**config.mk**
```make
export PLATFORM = sky130hd
export DESIGN_NAME = bus_reader
export DESIGN_NICKNAME = d
export VERILOG_FILES = /design/src/rtl/bus_reader_pkg.sv /design/src/rtl/bus_reader_flags.sv /design/src/rtl/bus_reader.sv
export SDC_FILE = /design/constraint.sdc
export NUM_CORES = 1
export LEC_CHECK = 0
export ABC_AREA = 1
export CORE_ASPECT_RATIO = 0.7
export CORE_MARGIN = 2
export CORE_UTILIZATION = 38
export DETAILED_ROUTE_END_ITERATION = 8
export GPL_TIMING_DRIVEN = 0
export PLACE_DENSITY = 0.63
export SYNTH_ARGS = -nofsm -noshare
export SYNTH_HDL_FRONTEND = slang
export SYNTH_SLANG_ARGS = --single-unit
```
**constraint.sdc**
```tcl
create_clock -name clk -period 1.5 [get_ports clk]
set_input_delay 0.225 -clock clk [delete_from_list [all_inputs] [get_ports clk]]
set_output_delay 0.225 -clock clk [all_outputs]
set_load 0.1 [all_outputs]
```
**src/rtl/bus_reader_pkg.sv**
```systemverilog
// ============================================================================
// bus_reader_pkg : shared state encoding and widths for bus-side register blocks
// Rev 1.0
// ============================================================================
`default_nettype none

package bus_reader_pkg;

  localparam int BUS_WIDTH_DEFAULT = 8;

  typedef enum logic [1:0] {
    ST_EMPTY = 2'd0,
    ST_HOLD1 = 2'd1,
    ST_HOLD2 = 2'd2
  } state_e;

endpackage

`default_nettype wire

```
**src/rtl/bus_reader_flags.sv**
```systemverilog
// ============================================================================
// bus_reader_flags : bank of sticky fault flags, a set event beats a clear
// Rev 1.0
// ============================================================================
`default_nettype none

module bus_reader_flags #(
  parameter int N = 2
) (
  input  logic         clk,
  input  logic         clr_n,
  input  logic [N-1:0] set_evt,
  input  logic         clr,
  output logic [N-1:0] flags
);

  logic [N-1:0] flags_d;
  logic [N-1:0] flags_q;

  always_comb begin
    flags_d = clr ? '0 : flags_q;
    flags_d = flags_d | set_evt;
  end

  always_ff @(posedge clk or negedge clr_n) begin
    if (!clr_n) begin
      flags_q <= '0;
    end else begin
      flags_q <= flags_d;
    end
  end

  assign flags = flags_q;

endmodule

`default_nettype wire

```
**src/rtl/bus_reader.sv**
```systemverilog
// ============================================================================
// bus_reader : captures the shared tri-state bus into a 2-entry valid/ack queue
// Rev 1.0
// ============================================================================
`default_nettype none

module bus_reader
  import bus_reader_pkg::*;
#(
  parameter int WIDTH = BUS_WIDTH_DEFAULT
) (
  input  logic             clk,
  input  logic             clr_n,
  input  logic [WIDTH-1:0] bus,
  input  logic             bus_oe,
  input  logic             load_n,
  input  logic             ack,
  input  logic             err_clr,
  output logic [WIDTH-1:0] data_out,
  output logic             valid,
  output logic             full,
  output logic             overrun,
  output logic             float_err
);

  state_e           state_d, state_q;
  logic [WIDTH-1:0] head_d, head_q;
  logic [WIDTH-1:0] tail_d, tail_q;
  logic             valid_d, valid_q;
  logic             full_d, full_q;

  logic             cap;
  logic             float_evt;
  logic             pop;
  logic             drop;
  logic [1:0]       flags;

  assign cap       = !load_n && bus_oe;
  assign float_evt = !load_n && !bus_oe;
  assign pop       = ack && valid_q;

  always_comb begin
    state_d = state_q;
    head_d  = head_q;
    tail_d  = tail_q;
    drop    = 1'b0;
    case (state_q)
      ST_EMPTY: begin
        if (cap) begin
          head_d  = bus;
          state_d = ST_HOLD1;
        end
      end
      ST_HOLD1: begin
        case ({cap, pop})
          2'b10: begin
            tail_d  = bus;
            state_d = ST_HOLD2;
          end
          2'b01: state_d = ST_EMPTY;
          2'b11: head_d  = bus;
          default: ;
        endcase
      end
      ST_HOLD2: begin
        case ({cap, pop})
          2'b01: begin
            head_d  = tail_q;
            state_d = ST_HOLD1;
          end
          2'b11: begin
            head_d = tail_q;
            tail_d = bus;
          end
          // Queue is full and nobody is draining: the incoming byte is lost.
          2'b10: drop = 1'b1;
          default: ;
        endcase
      end
      default: state_d = ST_EMPTY;
    endcase
  end

  // Status outputs are flopped from the next state so they align with head_q.
  always_comb begin
    valid_d = (state_d != ST_EMPTY);
    full_d  = (state_d == ST_HOLD2);
  end

  always_ff @(posedge clk or negedge clr_n) begin
    if (!clr_n) begin
      state_q <= ST_EMPTY;
      head_q  <= '0;
      tail_q  <= '0;
      valid_q <= 1'b0;
      full_q  <= 1'b0;
    end else begin
      state_q <= state_d;
      head_q  <= head_d;
      tail_q  <= tail_d;
      valid_q <= valid_d;
      full_q  <= full_d;
    end
  end

  bus_reader_flags #(
    .N (2)
  ) u_flags (
    .clk     (clk),
    .clr_n   (clr_n),
    .set_evt ({drop, float_evt}),
    .clr     (err_clr),
    .flags   (flags)
  );

  assign data_out  = head_q;
  assign valid     = valid_q;
  assign full      = full_q;
  assign float_err = flags[0];
  assign overrun   = flags[1];

endmodule

`default_nettype wire

```
Yosys cells after proc, flatten, opt, wreduce, memory -nomap -nowiden
Index checks and enable logic that the tools add are counted.
{"block": "word_totals", "mem_count": 0, "romBits": 0, "ramBits": 0, "latchBits": 0, "reg_bits": 22, "output_inout_bits": 12, "word_cells": 43}
{"block": "classes", "shifts": 0, "n_div": 0, "mux": 13, "eq_ne": 11, "mul": 0, "reduce_logical": 12, "bitwise": 1, "addsub": 0, "magnitude_cmp": 0}
{"operator": "8-bit 2-to-1 mux", "count": 4}
{"operator": "8-bit one-hot mux with 3 select lines", "count": 1}
{"operator": "8-bit one-hot mux with 2 select lines", "count": 1}
{"operator": "2-bit equality test, second input constant", "count": 4}
{"operator": "2-bit inequality test, second input constant", "count": 4}
{"operator": "2-bit 2-to-1 mux", "count": 3}
{"operator": "2-bit one-hot mux with 3 select lines", "count": 1}
{"operator": "2-bit by 1-bit equality test with 1-bit output, second input constant", "count": 2}
{"operator": "2-bit one-hot mux with 2 select lines", "count": 1}
{"operator": "4-bit AND reduction", "count": 1}
{"operator": "2-bit nonzero test", "count": 2}
{"operator": "1-bit logical AND", "count": 3}
{"operator": "3-bit AND reduction", "count": 1}
{"operator": "3-bit nonzero test", "count": 1}
{"operator": "1-bit zero test", "count": 2}
{"operator": "2-bit zero test", "count": 1}
{"operator": "1-bit 2-to-1 mux", "count": 2}
{"operator": "2-bit by 1-bit inequality test with 1-bit output, second input constant", "count": 1}
{"operator": "2-bit OR", "count": 1}
{"operator": "2-bit OR reduction", "count": 1}

Longest topological paths before layout
Gate-level depths: netlist (run 1).
{"block": "logic_depth", "depth_word": 6, "ltp_mapped": 10, "mapped_depth_nobuf": 10}

By module
Synthesis (run 1) repeated with hierarchy kept, for this count alone.
{"block": "unflattened", "cells_unflattened": 136, "area_unflattened_um2": 1071.0}
{"module": "bus_reader", "cells_per_inst": 127, "seq_area_each_um2": 500.5, "area_each_um2": 994.7, "instances": 1}
{"module": "bus_reader_flags", "cells_per_inst": 9, "seq_area_each_um2": 50.0, "area_each_um2": 76.3, "instances": 1}

Least setup slack after synthesis (run 1)
No wires, ideal clock.
{"block": "synth_path", "path_type": "flip-flop to flip-flop", "from": "reg valid_q (netlist: valid)", "to": "reg head_q[0] (netlist: data_out[0])", "path_slack_ps": -429, "setup_time_ps": 120, "period_less_slack_ps": 1929, "path_stages_with_launch": 9, "n_path_buf": 0, "t_arrival_ps": 1809, "required_time_ps": 1380, "cell_sequence": "dfrtp_1 -> nand2_1 -> inv_1 -> ha_1 -> nand2_1 -> nand2_1 -> nand3_1 -> nand2_1 -> nand2_1"}
{"block": "synth_via", "elab_chain_len": 5}
{"item": "start: declaration", "line": "bus_reader.sv:29", "source": "logic valid_d, valid_q;"}
{"item": "start signal: assignment", "line": "bus_reader.sv:101", "source": "valid_q <= valid_d;"}
{"item": "1-bit logical AND *", "line": "bus_reader.sv:40", "source": "assign pop = ack && valid_q;"}
{"item": "2-bit equality test / 2-bit by 1-bit equality test with 1-bit output (equally long branches)", "line": "bus_reader.sv:55, bus_reader.sv:66"}
{"item": "2-bit OR reduction (no line)"}
{"item": "2-bit inequality test (no line)"}
{"item": "4-bit AND reduction (no line) *"}
{"item": "end signal: assignment", "line": "bus_reader.sv:93", "source": "head_q <= '0;"}
{"item": "end signal: assignment", "line": "bus_reader.sv:99", "source": "head_q <= head_d;"}
{"item": "end: declaration", "line": "bus_reader.sv:27", "source": "logic [WIDTH-1:0] head_d, head_q;"}
Every way passes the cells marked *; elsewhere a longest branch is shown, timed or not.
A chain may end at the register's enable or synchronous reset.

Worst setup path in the final report (run 1)
{"block": "layout_path", "from": "reg valid_q (netlist: valid)", "to": "out valid"}
{"item": "end: declaration", "line": "bus_reader.sv:20", "source": "output logic valid,"}
No word-level cell between the ends.

==> results of run 1 <==
timing repair:
| action | 4_1_cts | 5_1_grt |
|---|---|---|
| hold buffers | 0 | 0 |
| setup endpoints to repair | 12 | 18 |
| resized for setup | 36 | 7 |
| pin swaps | 0 | 1 |
through the flow:
stage | area (um2) | hold slack [ps]
3_5_place_dp | 1368 | 464.2
2_1_floorplan | 1075 | -70.59
5_1_grt | 1479 | 505.7
4_1_cts | 1454 | 486.9
6_report | 1479 | 481.0
3_3_place_gp | 1368 | 461.6
report_power, final:
part | internal [uW] | switching (uW)
clock network | 356 | 180
logic | 453 | 1470
registers | 856 | 121
total | 1660 | 1770
final cells by class:
cell class | instances | share of cell area
clock buffer | 3 | 0.02792
clock inverter | 1 | 0.02030
buffer | 2 | 0.01523
sequential | 22 | 0.3748
multi-input combinational | 90 | 0.3105
inverter | 17 | 0.04315
tap | 34 | 0.02876
timing repair buffer | 25 | 0.1794
per-layer routing:
| metal | vias to the layer above | GRT usage | wire length, um |
|---|---|---|---|
| li1 | 457 | - | - |
| met1 | 395 | 0.2193 | 1093 |
| met2 | 23 | 0.2198 | 892 |
| met3 | 2 | 0.04157 | 132 |
| met4 | 0 | 0.03673 | 21 |
| met5 | - | 0 | 0 |
how the worst min path moves through the flow:
| stage | slack [ps] | from | to |
|---|---|---|---|
| after CTS | 490 | data_out[6]$_DFFE_PN0P_ | data_out[6]$_DFFE_PN0P_ |
| after floorplan | -70 | clr_n | data_out[0]$_DFFE_PN0P_ |
| final | 480 | data_out[5]$_DFFE_PN0P_ | data_out[5]$_DFFE_PN0P_ |
| after global routing | 510 | data_out[4]$_DFFE_PN0P_ | data_out[4]$_DFFE_PN0P_ |
| after global placement | 460 | data_out[3]$_DFFE_PN0P_ | data_out[3]$_DFFE_PN0P_ |
| after detailed placement | 460 | data_out[6]$_DFFE_PN0P_ | data_out[6]$_DFFE_PN0P_ |
cells in the mapped netlist, drive strengths merged:
cell type,count
buf,2
dfrtp,22
ha,3
inv,17
nand2,58
nand3,2
nand4,1
nor2,7
o21ai,17
o22ai,1
or2,1
cell families after synthesis:
kind of cell	Yosys count
AOI/OAI and AO/OA	18
adders and majority gates	3
buffers and inverters	19
DFF	22
and+or+nand+nor	69
registers in the layout, summed over array words and instances (netlist names):
signal / cells
full: 1
u_flags.flags: 2
data_out: 8
state_q: 2
valid: 1
tail_q: 8
==> results_tabular.tex, run 1 <==
\begin{tabular}{lr}
\hline
Metric & Value \\
\hline
\multicolumn{2}{l}{\textbf{Placed design}} \\
\quad Final RePlAce weighted congestion & 0.7616 \\
\quad Number of cells in the design after placement & 190 \\
\quad Half-perimeter wire length after placement & 1.615 mm \\
\quad Port Buffers & 25 \\
\quad Pre-CTS setup slack & -265.9 ps \\
\multicolumn{2}{l}{\textbf{Worst setup path}} \\
\quad Crit. End Element & output port \\
\quad Beginning of the critical path & valid\$\_DFF\_PN0\_ \\
\quad Kind of critical path & flop to output port \\
\quad Required time of the worst setup path & 1270 ps \\
\quad Critical path's top delay family & buffers and inverters \\
\quad Cell at the slowest stage of the critical path & sky130\_fd\_sc\_hd\_\_clkdlybuf4s15\_2 \\
\quad Max stage delay on crit path & 550 ps \\
\quad Endpoint of the worst setup timing path & valid \\
\quad Number of buffers and inverters on the critical path & 1 \\
\quad Cell count of the worst reg-to-reg path & 9 \\
\quad Worst setup SP type & flop \\
\quad Minimum setup slack among reg-to-reg paths & 120 ps \\
\quad Data arrival time of the critical path & 1240 ps \\
\quad Maximum net fanout on the critical path & 2 \\
\quad Critical register-to-register path startpoint & valid\$\_DFF\_PN0\_ \\
\quad Path length in cells of the critical path & 1 \\
\quad Ordered list of cells on the worst path & clkdlybuf4s15\_2 \\
\quad Critical register-to-register path endpoint & data\_out[7]\$\_DFFE\_PN0P\_ \\
\multicolumn{2}{l}{\textbf{GRT}} \\
\quad Wire length of the first global-routing pass & 3.422 mm \\
\quad Total congestion overflow after global routing & 0 \\
\quad Number of antenna violations at the first check in global routing & 0 \\
\quad Global routing usage summed across all routing layers & 0.1491 \\
\quad Pin count of the biggest net entering global routing & 23 \\
\quad Vias in the first global route & 726 \\
\multicolumn{2}{l}{\textbf{Floorplanning}} \\
\quad Die Y & 48.16 um \\
\quad Site Rows & 15 \\
\quad Horizontal die dimension & 67.08 um \\
\quad Number of top-level design ports & 26 \\
\quad Total Die Area & 3230 um2 \\
\quad Area of the core & 2552 um2 \\
\quad Initial standard-cell utilization of the core & 0.4147 \\
\multicolumn{2}{l}{\textbf{Logic synthesis}} \\
\quad Largest cells by area after synthesis & sky130\_fd\_sc\_hd\_\_dfrtp\_1, sky130\_fd\_sc\_hd\_\_nand2\_1, sky130\_fd\_sc\_hd\_\_o21ai\_0 \\
\quad Syn Inst Count & 131 \\
\quad Total standard cell area after synthesis & 1059 um2 \\
\quad Adder-Cell Fraction of Synth Area & 0.03546 \\
\quad FF+latch count, synth & 22 \\
\quad Fraction of the mapped netlist area in compound gates & 0.08629 \\
\quad Combinational family with the most area after synthesis & simple AND/OR/NAND/NOR gates \\
\quad Simple-gate share of the synthesized area & 0.2766 \\
\quad Count of different cell masters after synthesis & 15 \\
\quad Syn Nets & 148 \\
\quad Number of warnings issued by yosys & 0 \\
\quad Cell type contributing the most total cell area after synthesis & sky130\_fd\_sc\_hd\_\_dfrtp\_1 \\
\quad Syn Area/Cell & 8.080 um2 \\
\quad Proportion of synthesized area in mux cells & 0 \\
\quad Xor and xnor area share after synthesis & 0 \\
\quad Area share of the largest cell type after synthesis & 0.5201 \\
\quad Register area share after synthesis & 0.5201 \\
\multicolumn{2}{l}{\textbf{Clock network}} \\
\quad Clock buffer depth & 2 \\
\quad Clock latency on the worst-skew pair & 250 ps \\
\quad TritonCTS clock tree & built \\
\quad Number of buffers created by CTS & 3 \\
\quad Clock tree root driver cell & sky130\_fd\_sc\_hd\_\_clkbuf\_8 \\
\quad H-tree Lvls & 1 \\
\quad Number of setup buffers added after CTS & 0 \\
\quad Clock-pin slew reported for the worst setup and hold paths after clock tree synthesis & 80 ps \\
\quad CTS sink cnt & 22 \\
\multicolumn{2}{l}{\textbf{Pwr}} \\
\quad Leakage power of the design & 0.0007492 uW \\
\quad Power Density & 2322 nW/um2 \\
\quad Total power draw & 3434 uW \\
\quad Worst voltage drop across the vdd grid & 1.012 mV \\
\multicolumn{2}{l}{\textbf{Route}} \\
\quad DR WL/cell & 11.02 um \\
\quad Antenna Nets Post-Route & 0 \\
\quad Total via count after detailed routing & 877 \\
\quad Aggregate routed wire length & 2.138 mm \\
\quad Residual DRC count & 0 \\
\quad Vias per std cell & 4.521 \\
\quad First-pass iteration count of the detailed router & 4 \\
\quad Drt initial violations & 49 \\
\multicolumn{2}{l}{\textbf{Timing}} \\
\quad RSZ-0062 raised after global routing & true \\
\quad Relative slew slack & 0.3408 \\
\quad Max Clock Skew & 2.379 ps \\
\quad Maximum operating frequency & 0.6841 GHz \\
\quad Period utilization & 0.9745 \\
\quad Worst setup slack after layout & 38.25 ps \\
\quad Final setup violation count & 0 \\
\quad Total count of hold-check failures in the final report & 0 \\
\quad Crit path time final & 1462 ps \\
\quad Summed negative setup slack over all endpoints & 0 ps \\
\quad Final slew viol count & 0 \\
\quad Least-Margin Pin Slew & 985.8 ps \\
\multicolumn{2}{l}{\textbf{Status}} \\
\quad Outcome & finished clean \\
\multicolumn{2}{l}{\textbf{Flow run}} \\
\quad Number of max-cap violations & 0 \\
\multicolumn{2}{l}{\textbf{Cells and area}} \\
\quad Layout cells sized above 1 & 0.2125 \\
\quad Final Util & 0.5794 \\
\quad Final net count & 178 \\
\quad Most common cell after layout, fill and taps aside & sky130\_fd\_sc\_hd\_\_nand2\_1 \\
\quad \# fillers & 231 \\
\quad Number of antenna cells inserted & 0 \\
\quad Footprint of the multi-input gates & 459.2 um2 \\
\quad Commonest cells after routing, fill and taps aside & sky130\_fd\_sc\_hd\_\_nand2\_1, sky130\_fd\_sc\_hd\_\_dfrtp\_1, sky130\_fd\_sc\_hd\_\_o21ai\_0 \\
\quad Layout overhead on the synthesized area & 39.72\% \\
\quad Number of standard cells in the layout, taps in and fillers out & 194 \\
\quad FF+latch area & 554.3 um2 \\
\multicolumn{2}{l}{\textbf{Min path}} \\
\quad Type of the tightest min-delay check & flop to flop \\
\quad Cell depth of the worst hold path & 2 \\
\hline
\end{tabular}
No activity file was read; power rests on OpenSTA's default activity.
==> run 2, diff against run 1 <==
Settings changed: CORE_ASPECT_RATIO 0.7 to unset.
==> run 2 against run 1 <==
Total power decreased by 5.4%; design area decreased by 6.6%; flip-flop and latch count unchanged; die area decreased by 0.19%; non-clock buffer count unchanged; via count increased by 1.1%; maximum frequency increased by 0.58%; worst hold slack got worse by 42 ps; critical endpoint is now data_out[2].
==> results_tabular.tex, run 2 (same netlist as run 1, synthesis figures left out) <==
\begin{tabular}{lr}
\hline
Metric & Value \\
\hline
\multicolumn{2}{l}{\textbf{Pwr}} \\
\quad Internal power component & 1490 uW (-10\%) \\
\quad Sequential cell fraction of total power & 0.298 (+0.013) \\
\quad Net switching power figure & 1759 uW (-0.61\%) \\
\quad Leakage power of the design & 0.0007350 uW (-1.9\%) \\
\quad Power Density & 2352 nW/um2 (+1.3\%) \\
\quad Combinational group share of total power & 0.561 (+0.002) \\
\quad Clk pwr share & 0.141 (-0.015) \\
\quad Total power draw & 3249 uW (-5.4\%) \\
\quad Worst voltage drop across the vdd grid & 1.675 mV (+66\%) \\
\quad Switching Share & 0.5414 (+0.02597) \\
\multicolumn{2}{l}{\textbf{Cells and area}} \\
\quad Summed area of non-filler cells in the final layout & 1381 um2 (-6.6\%) \\
\quad Layout cells sized above 1 & 0.1875 (-0.02500) \\
\quad Layout overhead on the synthesized area & 30.50\% \\
\quad Footprint of the multi-input gates & 436.7 um2 (-4.9\%) \\
\quad Commonest cells after routing, fill and taps aside & sky130\_fd\_sc\_hd\_\_nand2\_1, sky130\_fd\_sc\_hd\_\_dfrtp\_1, sky130\_fd\_sc\_hd\_\_o21ai\_0 \\
\quad Number of antenna cells inserted & 0 (unchanged) \\
\quad Most common cell after layout, fill and taps aside & sky130\_fd\_sc\_hd\_\_nand2\_1 \\
\quad Final Util & 0.5097 (-0.06972) \\
\quad \# fillers & 272 (+18\%) \\
\quad Final net count & 178 (unchanged) \\
\quad FF+latch area & 554.3 um2 (unchanged) \\
\multicolumn{2}{l}{\textbf{Route}} \\
\quad Residual DRC count & 0 (unchanged) \\
\quad Total via count after detailed routing & 887 (+1.1\%) \\
\quad Antenna Nets Post-Route & 0 (unchanged) \\
\quad DR WL/cell & 11.60 um (+5.2\%) \\
\quad Aggregate routed wire length & 2.215 mm (+3.6\%) \\
\quad Vias per std cell & 4.644 (+2.7\%) \\
\quad Drt initial violations & 38 (-22\%) \\
\quad First-pass iteration count of the detailed router & 4 (unchanged) \\
\multicolumn{2}{l}{\textbf{Worst setup path}} \\
\quad Crit. End Element & output port \\
\quad Critical register-to-register path startpoint & state\_q[0]\$\_DFF\_PN0\_ \\
\quad Cell at the slowest stage of the critical path & sky130\_fd\_sc\_hd\_\_clkdlybuf4s15\_2 \\
\quad Max stage delay on crit path & 560 ps (about the same) \\
\quad Worst setup SP type & flop \\
\quad Ordered list of cells on the worst path & clkdlybuf4s15\_2 \\
\quad Critical register-to-register path endpoint & data\_out[1]\$\_DFFE\_PN0P\_ \\
\quad Minimum setup slack among reg-to-reg paths & 110 ps (about the same) \\
\quad Required time of the worst setup path & 1270 ps (about the same) \\
\quad Cell count of the worst reg-to-reg path & 6 (-3) \\
\quad Critical path's top delay family & buffers and inverters \\
\quad Data arrival time of the critical path & 1230 ps (about the same) \\
\quad Kind of critical path & flop to output port \\
\quad Maximum net fanout on the critical path & 2 (unchanged) \\
\quad Number of buffers and inverters on the critical path & 1 (unchanged) \\
\multicolumn{2}{l}{\textbf{GRT}} \\
\quad Global routing usage summed across all routing layers & 0.1542 (+0.005071) \\
\quad Pin count of the biggest net entering global routing & 23 (unchanged) \\
\quad Vias in the first global route & 891 (+23\%) \\
\quad Number of antenna violations at the first check in global routing & 0 (unchanged) \\
\quad Total congestion overflow after global routing & 0 (unchanged) \\
\quad Wire length of the first global-routing pass & 3.822 mm (+12\%) \\
\multicolumn{2}{l}{\textbf{Clock network}} \\
\quad CTS sink cnt & 22 (unchanged) \\
\quad Number of buffers created by CTS & 3 (unchanged) \\
\quad H-tree Lvls & 1 (unchanged) \\
\quad Clock-pin slew reported for the worst setup and hold paths after clock tree synthesis & 130 ps (+50 ps) \\
\quad Clock latency on the worst-skew pair & 310 ps (+60 ps) \\
\quad Clock tree root driver cell & sky130\_fd\_sc\_hd\_\_clkbuf\_4 \\
\quad Clock buffer depth & 2 (unchanged) \\
\quad TritonCTS clock tree & built \\
\multicolumn{2}{l}{\textbf{Timing}} \\
\quad Period utilization & 0.9689 (-0.005590) \\
\quad Max Clock Skew & 11.20 ps (+8.824 ps) \\
\quad Maximum operating frequency & 0.6881 GHz (+0.58\%) \\
\quad Total count of hold-check failures in the final report & 0 (unchanged) \\
\quad Relative slew slack & 0.3440 (+0.003218) \\
\quad Worst setup slack after layout & 46.64 ps (+8.385 ps) \\
\quad RSZ-0062 raised after global routing & false \\
\quad Least-Margin Pin Slew & 980.9 ps (-4.812 ps) \\
\quad Final setup violation count & 0 (unchanged) \\
\quad Crit path time final & 1453 ps (-8.385 ps) \\
\quad Final slew viol count & 0 (unchanged) \\
\multicolumn{2}{l}{\textbf{Placed design}} \\
\quad Half-perimeter wire length after placement & 1.643 mm (+1.8\%) \\
\quad Final RePlAce weighted congestion & 0.8698 (+14\%) \\
\quad Pre-CTS setup slack & -254.8 ps (+11.14 ps) \\
\quad Port Buffers & 25 (unchanged) \\
\quad DP Area & 1364 um2 (-0.27\%) \\
\multicolumn{2}{l}{\textbf{Status}} \\
\quad Outcome & finished clean \\
\multicolumn{2}{l}{\textbf{Floorplanning}} \\
\quad Total Die Area & 3224 um2 (-0.19\%) \\
\quad Area of the core & 2710 um2 (+6.2\%) \\
\quad Initial standard-cell utilization of the core & 0.3906 (-0.02412) \\
\quad Site Rows & 19 (+4) \\
\quad Number of top-level design ports & 26 (unchanged) \\
\quad Die Y & 56.78 um (+18\%) \\
\quad Horizontal die dimension & 56.78 um (-15\%) \\
\multicolumn{2}{l}{\textbf{Flow run}} \\
\quad Number of max-cap violations & 0 (unchanged) \\
\multicolumn{2}{l}{\textbf{Min path}} \\
\quad Type of the tightest min-delay check & input pin to async pin \\
\hline
\end{tabular}
==> run 2: cell count changes in the layout (fill, tap and decap cells not counted), sizes merged <==
cell | previous run | this run
clkdlybuf4s15 | 12 | 2
buf | 2 | 10
clkdlybuf4s18 | 0 | 2
==> run 2: area by class of cell <==
cell class,count,share of cell area
flip-flops and latches,22,0.4013
well taps,31,0.02808
multi-input cells,90,0.3161
repair buffers,25,0.1540
clock inverters,1,0.02174
plain buffers,2,0.01630
clock buffers,3,0.01630
inverters,17,0.04620
==> run 2: what timing repair did <==
item                                    in CTS  in global routing
buffers inserted                             0                  0
resized for setup                           39                 17
cloned                                       0                  0
hold endpoints to repair                     0                  0
endpoints found under the setup margin      12                 16
hold buffers                                 0                  0
==> run 2: per-layer routing <==
layer | GRT usage | share of wire | routed length [um] | up-vias
li1 | - | - | - | 462
met1 | 0.2053 | 0.48 | 1066 | 397
met2 | 0.2409 | 0.45 | 998 | 24
met3 | 0.01613 | 0.046 | 102 | 4
met4 | 0.09302 | 0.022 | 48 | 0
met5 | 0 | 0 | 0 | -
==> run 2: through the flow <==
| stage | instances | hold slack [ps] | TNS, ps |
|---|---|---|---|
| 2_1_floorplan | 131 | -70.59 | 0 |
| 3_3_place_gp | 187 | 462.3 | -5809 |
| 3_5_place_dp | 187 | 465.1 | -6683 |
| 4_1_cts | 191 | 479.9 | 0 |
| 5_1_grt | 191 | 475.5 | 0 |
| 6_report | 191 | 439.0 | 0 |
==> run 2: worst max-delay path by stage <==
stage                            startpoint                      end  slack (ps)  depth (start not counted)
floorplan                   valid$_DFF_PN0_  data_out[0]$_DFFE_PN0P_          20                          8
global placement            valid$_DFF_PN0_                    valid        -240                          1
detailed placement                   load_n    tail_q[6]$_DFFE_PN0P_        -250                         10
CTS                 data_out[5]$_DFFE_PN0P_              data_out[5]           7                          1
global route        data_out[2]$_DFFE_PN0P_              data_out[2]         0.2                          1
finish              data_out[2]$_DFFE_PN0P_              data_out[2]          50                          1
==> run 2: power by group through the flow <==
stage	Combinational, uW	Clock [uW]	Sequential (uW)
2_1_floorplan	555	0	1900
3_3_place_gp	1900	0	973
3_5_place_dp	1930	0	985
4_1_cts	1890	481	972
5_1_grt	1960	510	1000
6_report	1820	457	968
==> run 3, diff against run 2 <==
Settings changed: CORE_ASPECT_RATIO set to 1.25, SLEW_MARGIN set to 10.
==> run 3 against run 2 <==
Utilization up 2.2 points; design area up 2.1%; critical endpoint is now data_out[3]; critical path depth unchanged; clock skew down 9.1 ps; largest power group unchanged; die area about the same.
==> results_tabular.tex, run 3 (same netlist as run 1, synthesis figures left out) <==
\begin{tabular}{lr}
\hline
Metric & Value \\
\hline
\multicolumn{2}{l}{\textbf{Worst setup path}} \\
\quad Minimum setup slack among reg-to-reg paths & 120 ps (about the same) \\
\quad Critical path's top delay family & buffers and inverters \\
\quad Worst setup SP type & flop \\
\quad Critical register-to-register path startpoint & valid\$\_DFF\_PN0\_ \\
\quad Data arrival time of the critical path & 1230 ps (about the same) \\
\quad Beginning of the critical path & data\_out[3]\$\_DFFE\_PN0P\_ \\
\quad Required time of the worst setup path & 1270 ps (about the same) \\
\quad Kind of critical path & flop to output port \\
\quad Max stage delay on crit path & 540 ps (-20 ps) \\
\quad Path length in cells of the critical path & 1 (unchanged) \\
\quad Cell count of the worst reg-to-reg path & 8 (+2) \\
\quad Crit. End Element & output port \\
\quad Maximum net fanout on the critical path & 2 (unchanged) \\
\quad Number of buffers and inverters on the critical path & 1 (unchanged) \\
\quad Ordered list of cells on the worst path & clkdlybuf4s18\_2 \\
\quad Cell at the slowest stage of the critical path & sky130\_fd\_sc\_hd\_\_clkdlybuf4s18\_2 \\
\multicolumn{2}{l}{\textbf{Clock network}} \\
\quad H-tree Lvls & 1 (unchanged) \\
\quad CTS hold repair buffers & 0 (unchanged) \\
\quad Clock latency on the worst-skew pair & 310 ps (about the same) \\
\quad TritonCTS clock tree & built \\
\quad CTS sink cnt & 22 (unchanged) \\
\quad Clock tree root driver cell & sky130\_fd\_sc\_hd\_\_clkbuf\_4 \\
\quad Number of setup buffers added after CTS & 0 (unchanged) \\
\quad Clock-pin slew reported for the worst setup and hold paths after clock tree synthesis & 120 ps (about the same) \\
\quad Number of buffers created by CTS & 3 (unchanged) \\
\quad Clock buffer depth & 2 (unchanged) \\
\multicolumn{2}{l}{\textbf{Placed design}} \\
\quad Port Buffers & 25 (unchanged) \\
\quad Number of cells in the design after placement & 190 (+1.6\%) \\
\quad Pre-CTS setup slack & -260.5 ps (-5.760 ps) \\
\quad Final RePlAce weighted congestion & 0.7963 (-8.5\%) \\
\quad Half-perimeter wire length after placement & 1.606 mm (-2.3\%) \\
\multicolumn{2}{l}{\textbf{Flow run}} \\
\quad Number of max-cap violations & 0 (unchanged) \\
\multicolumn{2}{l}{\textbf{Pwr}} \\
\quad Clk pwr share & 0.104 (-0.037) \\
\quad Worst voltage drop across the vdd grid & 1.263 mV (-25\%) \\
\quad Combinational group share of total power & 0.591 (+0.030) \\
\quad Power Density & 2245 nW/um2 (-4.5\%) \\
\quad Net switching power figure & 1736 uW (-1.3\%) \\
\quad Leakage power of the design & 0.0007298 uW (-0.70\%) \\
\quad Switching Share & 0.5484 (+0.007019) \\
\quad Sequential cell fraction of total power & 0.306 (+0.008) \\
\quad Internal power component & 1430 uW (-4.0\%) \\
\multicolumn{2}{l}{\textbf{Cells and area}} \\
\quad \# fillers & 261 (-4.0\%) \\
\quad Number of standard cells in the layout, taps in and fillers out & 194 (+1.6\%) \\
\quad Final net count & 178 (unchanged) \\
\quad Layout overhead on the synthesized area & 33.21\% \\
\quad Most common cell after layout, fill and taps aside & sky130\_fd\_sc\_hd\_\_nand2\_1 \\
\quad Commonest cells after routing, fill and taps aside & sky130\_fd\_sc\_hd\_\_nand2\_1, sky130\_fd\_sc\_hd\_\_dfrtp\_1, sky130\_fd\_sc\_hd\_\_o21ai\_0 \\
\quad Number of antenna cells inserted & 0 (unchanged) \\
\quad Layout cells sized above 1 & 0.1875 (unchanged) \\
\multicolumn{2}{l}{\textbf{Route}} \\
\quad Drt initial violations & 25 (-34\%) \\
\quad First-pass iteration count of the detailed router & 4 (unchanged) \\
\quad DR WL/cell & 10.71 um (-7.7\%) \\
\quad Total via count after detailed routing & 908 (+2.4\%) \\
\quad Vias per std cell & 4.680 (+0.78\%) \\
\quad Aggregate routed wire length & 2.077 mm (-6.2\%) \\
\quad Antenna Nets Post-Route & 0 (unchanged) \\
\quad Residual DRC count & 0 (unchanged) \\
\multicolumn{2}{l}{\textbf{GRT}} \\
\quad Global routing usage summed across all routing layers & 0.1461 (-0.008127) \\
\quad Pin count of the biggest net entering global routing & 23 (unchanged) \\
\quad Vias in the first global route & 841 (-5.6\%) \\
\quad Wire length of the first global-routing pass & 3.581 mm (-6.3\%) \\
\quad Total congestion overflow after global routing & 0 (unchanged) \\
\quad Number of antenna violations at the first check in global routing & 0 (unchanged) \\
\multicolumn{2}{l}{\textbf{Floorplanning}} \\
\quad Die Y & 63.01 um (+11\%) \\
\quad Number of top-level design ports & 26 (unchanged) \\
\quad Total Die Area & 3226 um2 (about the same) \\
\quad Area of the core & 2654 um2 (-2.1\%) \\
\quad Initial standard-cell utilization of the core & 0.3989 (+0.008287) \\
\quad Site Rows & 21 (+2) \\
\quad Horizontal die dimension & 51.21 um (-9.8\%) \\
\multicolumn{2}{l}{\textbf{Timing}} \\
\quad Final setup violation count & 0 (unchanged) \\
\quad Crit path time final & 1456 ps (+2.743 ps) \\
\quad Max Clock Skew & 2.072 ps (-9.131 ps) \\
\quad Least-Margin Pin Slew & 973.9 ps (-7.028 ps) \\
\quad Maximum operating frequency & 0.6868 GHz (-0.19\%) \\
\quad RSZ-0062 raised after global routing & false \\
\quad Period utilization & 0.9707 (+0.001829) \\
\quad Relative slew slack & 0.3487 (+0.004700) \\
\quad Worst setup slack after layout & 43.90 ps (-2.743 ps) \\
\quad Final slew viol count & 0 (unchanged) \\
\quad Total count of hold-check failures in the final report & 0 (unchanged) \\
\multicolumn{2}{l}{\textbf{Status}} \\
\quad Outcome & finished clean \\
\multicolumn{2}{l}{\textbf{Min path}} \\
\quad Type of the tightest min-delay check & input pin to async pin \\
\hline
\end{tabular}
==> run 3: per-layer routing <==
layer / global-route usage / up-vias / wire, um
li1: - / 460 / -
met1: 0.1757 / 422 / 916
met2: 0.2532 / 22 / 1021
met3: 0.02153 / 4 / 103
met4: 0.06081 / 0 / 36
met5: 0 / - / 0
==> run 3: timing repair <==
action | CTS | global route
pin swaps | 0 | 0
gates resized for setup | 38 | 6
setup endpoints to repair | 12 | 11
==> run 3: area by class of cell <==
cell class                 count  area, um2  share of cell area
sequential                    22      554.3              0.3931
multi-input combinational     90      436.7              0.3097
timing repair buffer          25      254.0              0.1801
inverter                      17      63.81             0.04525
tap                           34      42.54             0.03017
clock buffer                   4      36.28             0.02573
buffer                         2      22.52             0.01597
==> run 3: final timing paths <==
kind                                                 to
min in group clk                  tail_q[7]$_DFFE_PN0P_
worst min register to register  data_out[4]$_DFFE_PN0P_
worst max register to register    tail_q[6]$_DFFE_PN0P_
max in group asynchronous               valid$_DFF_PN0_
worst max-delay path                        data_out[3]
worst min-delay path                     full$_DFF_PN0_
==> run 3: power by group through the flow <==
stage,clock [uW],combinational (uW),sequential (uW)
2_1_floorplan,0,555,1900
3_3_place_gp,0,1910,979
3_5_place_dp,0,1930,984
4_1_cts,339,1890,970
5_1_grt,362,2010,994
6_report,328,1870,968
==> run 3: through the flow <==
stage | hold slack (ps) | TNS [ps] | cell area, um2 | power (uW) | util
after detailed placement | 467.9 | -6371 | 1368 | 2912 | 0.5153
after global routing | 503.7 | 0 | 1410 | 3362 | 0.5314
after floorplan | -70.59 | 0 | 1075 | 2459 | -
final | 440.2 | 0 | 1410 | 3166 | 0.5314
after global placement | 467.1 | -6014 | 1368 | 2894 | 0.5153
after CTS | 483.3 | 0 | 1413 | 3196 | 0.5323
